==> src/rtl/replica_pkg.sv <==
// Shared types and default sizing for the replica-exchange scheduler and its command generator.
package replica_pkg;

    typedef enum logic [1:0] {
        NOP  = 2'd0,
        PREV = 2'd1,
        FOLW = 2'd2,
        SELF = 2'd3
    } exchange_command_t;

    typedef enum logic [2:0] {
        IDLE  = 3'd0,
        JUDGE = 3'd1,
        ISSUE = 3'd2,
        XFER  = 3'd3,
        DONE  = 3'd4
    } sched_state_t;

    localparam int replica_num     = 32;
    localparam int replica_num_log = $clog2(replica_num);
    localparam int city_div        = 8;
    localparam int city_div_log    = $clog2(city_div);

endpackage

==> src/rtl/exchange_cmd_gen.sv <==
// Turns the accepted-pair vector of a round into one exchange command per replica lane.
module exchange_cmd_gen
    import replica_pkg::*;
#(
    parameter int replica_num = 32
) (
    input  logic [replica_num-2:0] accept_vec,
    input  logic                   parity,
    input  logic                   issue,
    output exchange_command_t      command [replica_num]
);

    for (genvar r = 0; r < replica_num; r++) begin : g_lane
        localparam bit odd = (r % 2) == 1;
        logic folw;
        logic prev;

        // A lane leads its pair only when the pair (r,r+1) belongs to this round's parity.
        if (r < replica_num - 1) begin : g_folw
            assign folw = accept_vec[r] && (odd == parity);
        end else begin : g_no_folw
            assign folw = 1'b0;
        end

        if (r > 0) begin : g_prev
            assign prev = accept_vec[r-1] && (odd != parity);
        end else begin : g_no_prev
            assign prev = 1'b0;
        end

        assign command[r] = !issue ? NOP :
                            folw   ? FOLW :
                            prev   ? PREV : SELF;
    end

endmodule

==> src/rtl/exchange_scheduler.sv <==
// Replica-exchange round sequencer: judges neighbour pairs, issues commands, counts transfer beats.
// Optional per-pair accept statistics are built when EXCHANGE_SCHEDULER_STAT_EN is defined.
module exchange_scheduler
    import replica_pkg::*;
#(
    parameter int replica_num = 32,
    parameter int city_div    = 8
) (
    input  logic                           clk,
    input  logic                           reset,
    input  logic                           start,
    input  logic                           ordering_req,
    output logic                           ordering_gnt,
    output logic                           busy,
    output logic                           done,
    output logic                           parity,
    output logic                           judge_req,
    output logic [$clog2(replica_num)-1:0] judge_pair,
    input  logic                           judge_ack,
    input  logic                           judge_accept,
    output exchange_command_t              command [replica_num],
    output logic [replica_num-2:0]         accept_vec,
    input  logic                           xfer_valid,
`ifdef EXCHANGE_SCHEDULER_STAT_EN
    input  logic [$clog2(replica_num)-1:0] stat_addr,
    input  logic                           stat_clear,
    output logic [15:0]                    stat_data,
`endif
    output sched_state_t                   fsm_state
);

    localparam int pair_w = $clog2(replica_num);
    localparam int beat_w = (city_div > 1) ? $clog2(city_div) : 1;
    localparam logic [beat_w-1:0] beat_last = beat_w'(city_div - 1);

    sched_state_t      state;
    sched_state_t      next_state;
    logic              start_pending;
    logic [beat_w-1:0] beat_cnt;
    logic              go;
    logic              last_pair;

    // The ordering port owns the RAMs: a round may only begin once both request and grant are low.
    assign go        = (state == IDLE) && (start || start_pending) && !ordering_req && !ordering_gnt;
    assign last_pair = (int'(judge_pair) + 3) >= replica_num;

    always_comb begin
        next_state = state;
        case (state)
            IDLE:    if (go) next_state = ((int'(parity) + 1) >= replica_num) ? ISSUE : JUDGE;
            JUDGE:   if (judge_ack && last_pair) next_state = ISSUE;
            ISSUE:   next_state = XFER;
            XFER:    if (xfer_valid && (beat_cnt == beat_last)) next_state = DONE;
            DONE:    next_state = IDLE;
            default: next_state = IDLE;
        endcase
    end

    always_ff @(posedge clk) begin
        if (reset) begin
            state         <= IDLE;
            parity        <= 1'b0;
            accept_vec    <= '0;
            judge_pair    <= '0;
            beat_cnt      <= '0;
            start_pending <= 1'b0;
            ordering_gnt  <= 1'b0;
        end else begin
            state <= next_state;
            // Grant tracks the request only while no round is running (DONE hands back on exit).
            ordering_gnt <= ((state == IDLE) || (state == DONE)) ? ordering_req : 1'b0;

            if (state == IDLE) begin
                if (go) start_pending <= 1'b0;
                else if (start && (ordering_req || ordering_gnt)) start_pending <= 1'b1;
            end

            if (go) begin
                accept_vec    <= '0;
                judge_pair    <= '0;
                judge_pair[0] <= parity;
            end else if ((state == JUDGE) && judge_ack) begin
                accept_vec[judge_pair] <= judge_accept;
                judge_pair             <= judge_pair + pair_w'(2);
            end

            if (state == ISSUE) begin
                beat_cnt <= '0;
            end else if ((state == XFER) && xfer_valid) begin
                beat_cnt <= (beat_cnt == beat_last) ? '0 : beat_cnt + 1'b1;
            end

            if (state == DONE) parity <= ~parity;
        end
    end

    assign busy      = (state != IDLE);
    assign done      = (state == DONE);
    assign judge_req = (state == JUDGE);
    assign fsm_state = state;

    exchange_cmd_gen #(
        .replica_num (replica_num)
    ) u_cmd_gen (
        .accept_vec (accept_vec),
        .parity     (parity),
        .issue      (state == ISSUE),
        .command    (command)
    );

`ifdef EXCHANGE_SCHEDULER_STAT_EN
    logic [15:0] stat_cnt [replica_num-1];

    always_ff @(posedge clk) begin
        if (reset || stat_clear) begin
            for (int i = 0; i < replica_num - 1; i++) stat_cnt[i] <= '0;
        end else if (state == DONE) begin
            for (int i = 0; i < replica_num - 1; i++) begin
                if (accept_vec[i] && (stat_cnt[i] != 16'hFFFF)) stat_cnt[i] <= stat_cnt[i] + 16'd1;
            end
        end
    end

    always_ff @(posedge clk) begin
        if (reset) stat_data <= '0;
        else stat_data <= (int'(stat_addr) < replica_num - 1) ? stat_cnt[stat_addr] : 16'd0;
    end
`endif

endmodule

==> config.mk <==
export PLATFORM = sky130hd
export DESIGN_NAME = exchange_scheduler
export DESIGN_NICKNAME = d
export VERILOG_FILES = /design/src/rtl/replica_pkg.sv /design/src/rtl/exchange_cmd_gen.sv /design/src/rtl/exchange_scheduler.sv
export SDC_FILE = /design/constraint.sdc
export NUM_CORES = 1
export LEC_CHECK = 0
export CORE_ASPECT_RATIO = 1.2
export CORE_MARGIN = 5
export CORE_UTILIZATION = 38
export DETAILED_ROUTE_END_ITERATION = 10
export HOLD_SLACK_MARGIN = 0.03
export PLACE_DENSITY_LB_ADDON = 0.2
export SLEW_MARGIN = 10
export SYNTH_ARGS = -nofsm -noshare
export SYNTH_HDL_FRONTEND = slang
export SYNTH_SLANG_ARGS = --single-unit
==> constraint.sdc <==
create_clock -name clk -period 2.17 [get_ports clk]
set_clock_uncertainty 0.15 [all_clocks]
set_input_delay 0.651 -clock clk [delete_from_list [all_inputs] [get_ports clk]]
set_output_delay 0.651 -clock clk [all_outputs]
set_load 0.02 [all_outputs]
==> results.py, run 1 <==
metrics = {
    "outcome": {
        "outcome": "finished with violations",
        "failed_checks": "negative setup slack",
    },
    "setup_path": {
        "worstPathArrival_ps": 1400,
        "crit_type": "flop to output port",
        "setup.worst_path.start_class": "flop",
        "crit_path_end_kind": "output port",
        "max_stage_delay_ps": 390,
        "path_max_fanout": 6,
        "cp_common_cell": "buf_12",
        "r2r_slack_ps": 160,
        "cp_slowest_cell": "dfxtp_4",
        "critPathRequiredTime_ps": 1370,
        "crit_chain": "nand3_4 -> buf_12 -> buf_12 -> a21oi_4 -> buf_6",
    },
    "yosys": {
        "synth-async-reset-ratio_pct": 0,
        "syn_avg_cell_area_um2": 8.78,
        "synth.area.top_cells": "dfxtp_1, mux2i_1, o311ai_0, buf_4, a21oi_1",
        "synth_nets": 322,
        "synth_cell_type_count": 40,
        "synth_edf_count": 0,
        "yosysMostFrequentCell": "dfxtp_1",
        "synth_top_flop_cell": "dfxtp_1",
        "syn-cell-area_um2": 2730,
        "syn_inst": 311,
        "synth_warnings": 0,
        "yosysTopAreaCellShare_pct": 33.0,
        "netlist_top_cells_count": "dfxtp_1, a21oi_1, nand3_1, buf_4, mux2i_1",
        "synth_top_cell_by_area": "dfxtp_1",
        "yosysSeqAreaShare_pct": 33.0,
        "synth_seq_cells": 45,
    },
    "final_layout": {
        "fin_nets": 428,
        "antennaDiodeCount": 0,
        "multi_input_comb_area_um2": 1780,
        "regArea_um2": 908,
        "area_growth_pct": 64.5,
        "stdcell_area_um2": 4490,
        "drive_above_1_share_pct": 41.6,
        "num-fill-cells": 599,
    },
    "floorplanning": {
        "die_h_um": 103,
        "ios": 115,
        "row_count": 33,
        "fp.coreArea_um2": 6940,
        "die_area_um2": 8990,
        "initial_core_util_pct": 39.4,
        "die_width_um": 87.4,
    },
    "clock_network": {
        "clock_latency_ps": 310,
        "clock-sinks": 45,
        "cts_buffer_depth": 2,
        "cts_inserted_buffers": 5,
        "htreeDepth": 2,
        "cts_tree": "built",
        "path_clk_slew_ps": 90,
        "cts_root_buf": "clkbuf_8",
    },
    "route": {
        "vias": 2816,
        "drt_iter0_drc": 177,
        "final_antenna_net_count": 0,
        "drc": 0,
        "wl_mm": 9.01,
        "dr.pass1.iters": 5,
        "wire_per_inst_um": 17.8,
        "via_per_inst": 5.58,
    },
    "global_routing": {
        "grt_max_degree": 37,
        "grt_pass1_vias": 2830,
        "gr-usage-met2_pct": 33.9,
        "grt.busiest_layer": "met2",
        "grt_pass1_wl_mm": 14.6,
        "grt.total_usage_pct": 20.2,
        "grt_use_met1_pct": 25.5,
        "grt_overflow_total": 0,
        "antenna_found_initial": 0,
        "grt_util_met3_pct": 4.00,
    },
    "placed_design": {
        "dpl_cell_area_um2": 4360,
        "post-dp-hpwl_mm": 6.50,
        "place_congestion": 0.836,
        "dp_slack_ps": -240,
        "port-buffer-count": 114,
    },
    "hold_path": {
        "hp-class": "flop to flop",
    },
    "power": {
        "ir_drop_uv": 351,
        "powerDensity_nw_per_um2": 361,
        "power.total_mw": 1.62,
        "leakage_nw": 2.38,
    },
    "timing": {
        "setup-tns-final_ps": -461,
        "setup_violations": 30,
        "worstMarginPinSlew_ps": 682,
        "max-slew-margin-rel_pct": 54.3,
        "slew_violations": 0,
        "hold_violations": 0,
        "rsz0062_at_grt": "yes",
        "setup_slack_ps": -32.4,
        "min_period_ps": 2200,
        "fin_hold_ws_ps": 324,
        "fmax_mhz": 454,
        "fin_crit_sh_pct": 101,
    },
    "job": {
        "drv_cap": 0,
    },
}
critical path: cells and delay by family (launching register included):
| kind | cells | cell delay (ps) |
|---|---|---|
| buffers and inverters | 3 | 450 |
| and+or+nand+nor | 1 | 110 |
| AOI/OAI and AO/OA | 1 | 150 |
| DFF | 1 | 390 |
layout by cell type, fill, tap and decap left out, drive strengths merged, types with 2 or more instances in the layout:
master / instances
a32oi: 2
inv: 7
o311ai: 32
nor3: 6
buf: 115
a211oi: 3
nor2b: 2
dfxtp: 45
nor2: 5
clkbuf: 8
dlymetal6s2s: 19
or3: 3
dlygate4sd2: 15
nor4b: 2
a21oi: 40
and3b: 3
clkdlybuf4s50: 13
mux2i: 32
o21ai: 3
o31ai: 2
clkinv: 3
nor3b: 4
ha: 4
nand2: 4
nand3: 34
area by class of cell:
| class | instances | share of cell area [%] |
|---|---|---|
| Clock buffer | 6 | 1.84 |
| Clock inverter | 2 | 0.306 |
| Inverter | 8 | 0.780 |
| Multi-Input combinational cell | 193 | 39.5 |
| Sequential cell | 45 | 20.2 |
| Tap cell | 87 | 2.42 |
| Timing Repair Buffer | 164 | 34.9 |
sequential cells by signal (all words and copies together), names as in the netlist:
signal,flops
start_pending,1
fsm_state,3
accept_vec,31
beat_cnt,3
parity,1
judge_pair,5
ordering_gnt,1
per-layer routing:
layer,wire (µm),vias to the layer above
met5,0,-
met4,185,0
met3,579,15
met2,4600,107
met1,3650,1340
li1,-,1354
power by group:
group / internal (mW) / leakage, nW / total, mW / switching, mW
clock network: 0.259 / 0.0512 / 0.569 / 0.310
registers: 0.831 / 0.365 / 0.836 / 0.00492
logic: 0.0846 / 1.97 / 0.216 / 0.131
total: 1.17 / 2.38 / 1.62 / 0.446
cell families after synthesis:
logic type / count (synthesis) / share of synthesized area (%)
compound gates: 84 / 21.5
fa+ha+maj: 4 / 1.83
mux: 32 / 11.7
flops: 45 / 33.0
xor+xnor: 1 / 0.321
buf+inv: 73 / 15.8
simple gates: 72 / 15.8
worst paths after layout:
| check | start | cells after the start | endpoint |
|---|---|---|---|
| setup / recovery | fsm_state[1] | 5 | command[45] |
| hold / removal | beat_cnt[1] | 2 | beat_cnt[1] |
| setup reg to reg | fsm_state[2] | 8 | accept_vec[7] |
| hold reg to reg | beat_cnt[1] | 2 | beat_cnt[1] |
stage by stage:
| step | instances | utilization [%] |
|---|---|---|
| floorplan | 311 | - |
| global placement | 492 | 62.8 |
| detailed placement | 492 | 62.8 |
| CTS | 505 | 62.0 |
| global route | 505 | 64.8 |
| finish | 505 | 64.8 |
repair_timing:
| item | in CTS | in global routing |
|---|---|---|
| gates resized for setup | 317 | 72 |
| pin swaps | 2 | 2 |
| endpoints found under the setup margin | 82 | 99 |
| buffers inserted | 5 | 0 |
| hold buffers | 0 | 0 |
No activity file was read; power rests on OpenSTA's default activity.
==> run 2: changes to the inputs <==
HOLD_SLACK_MARGIN = unset   (was 0.03)
==> results of run 2 <==
The final DEF is identical to that of run 1; final timing and power are the same.
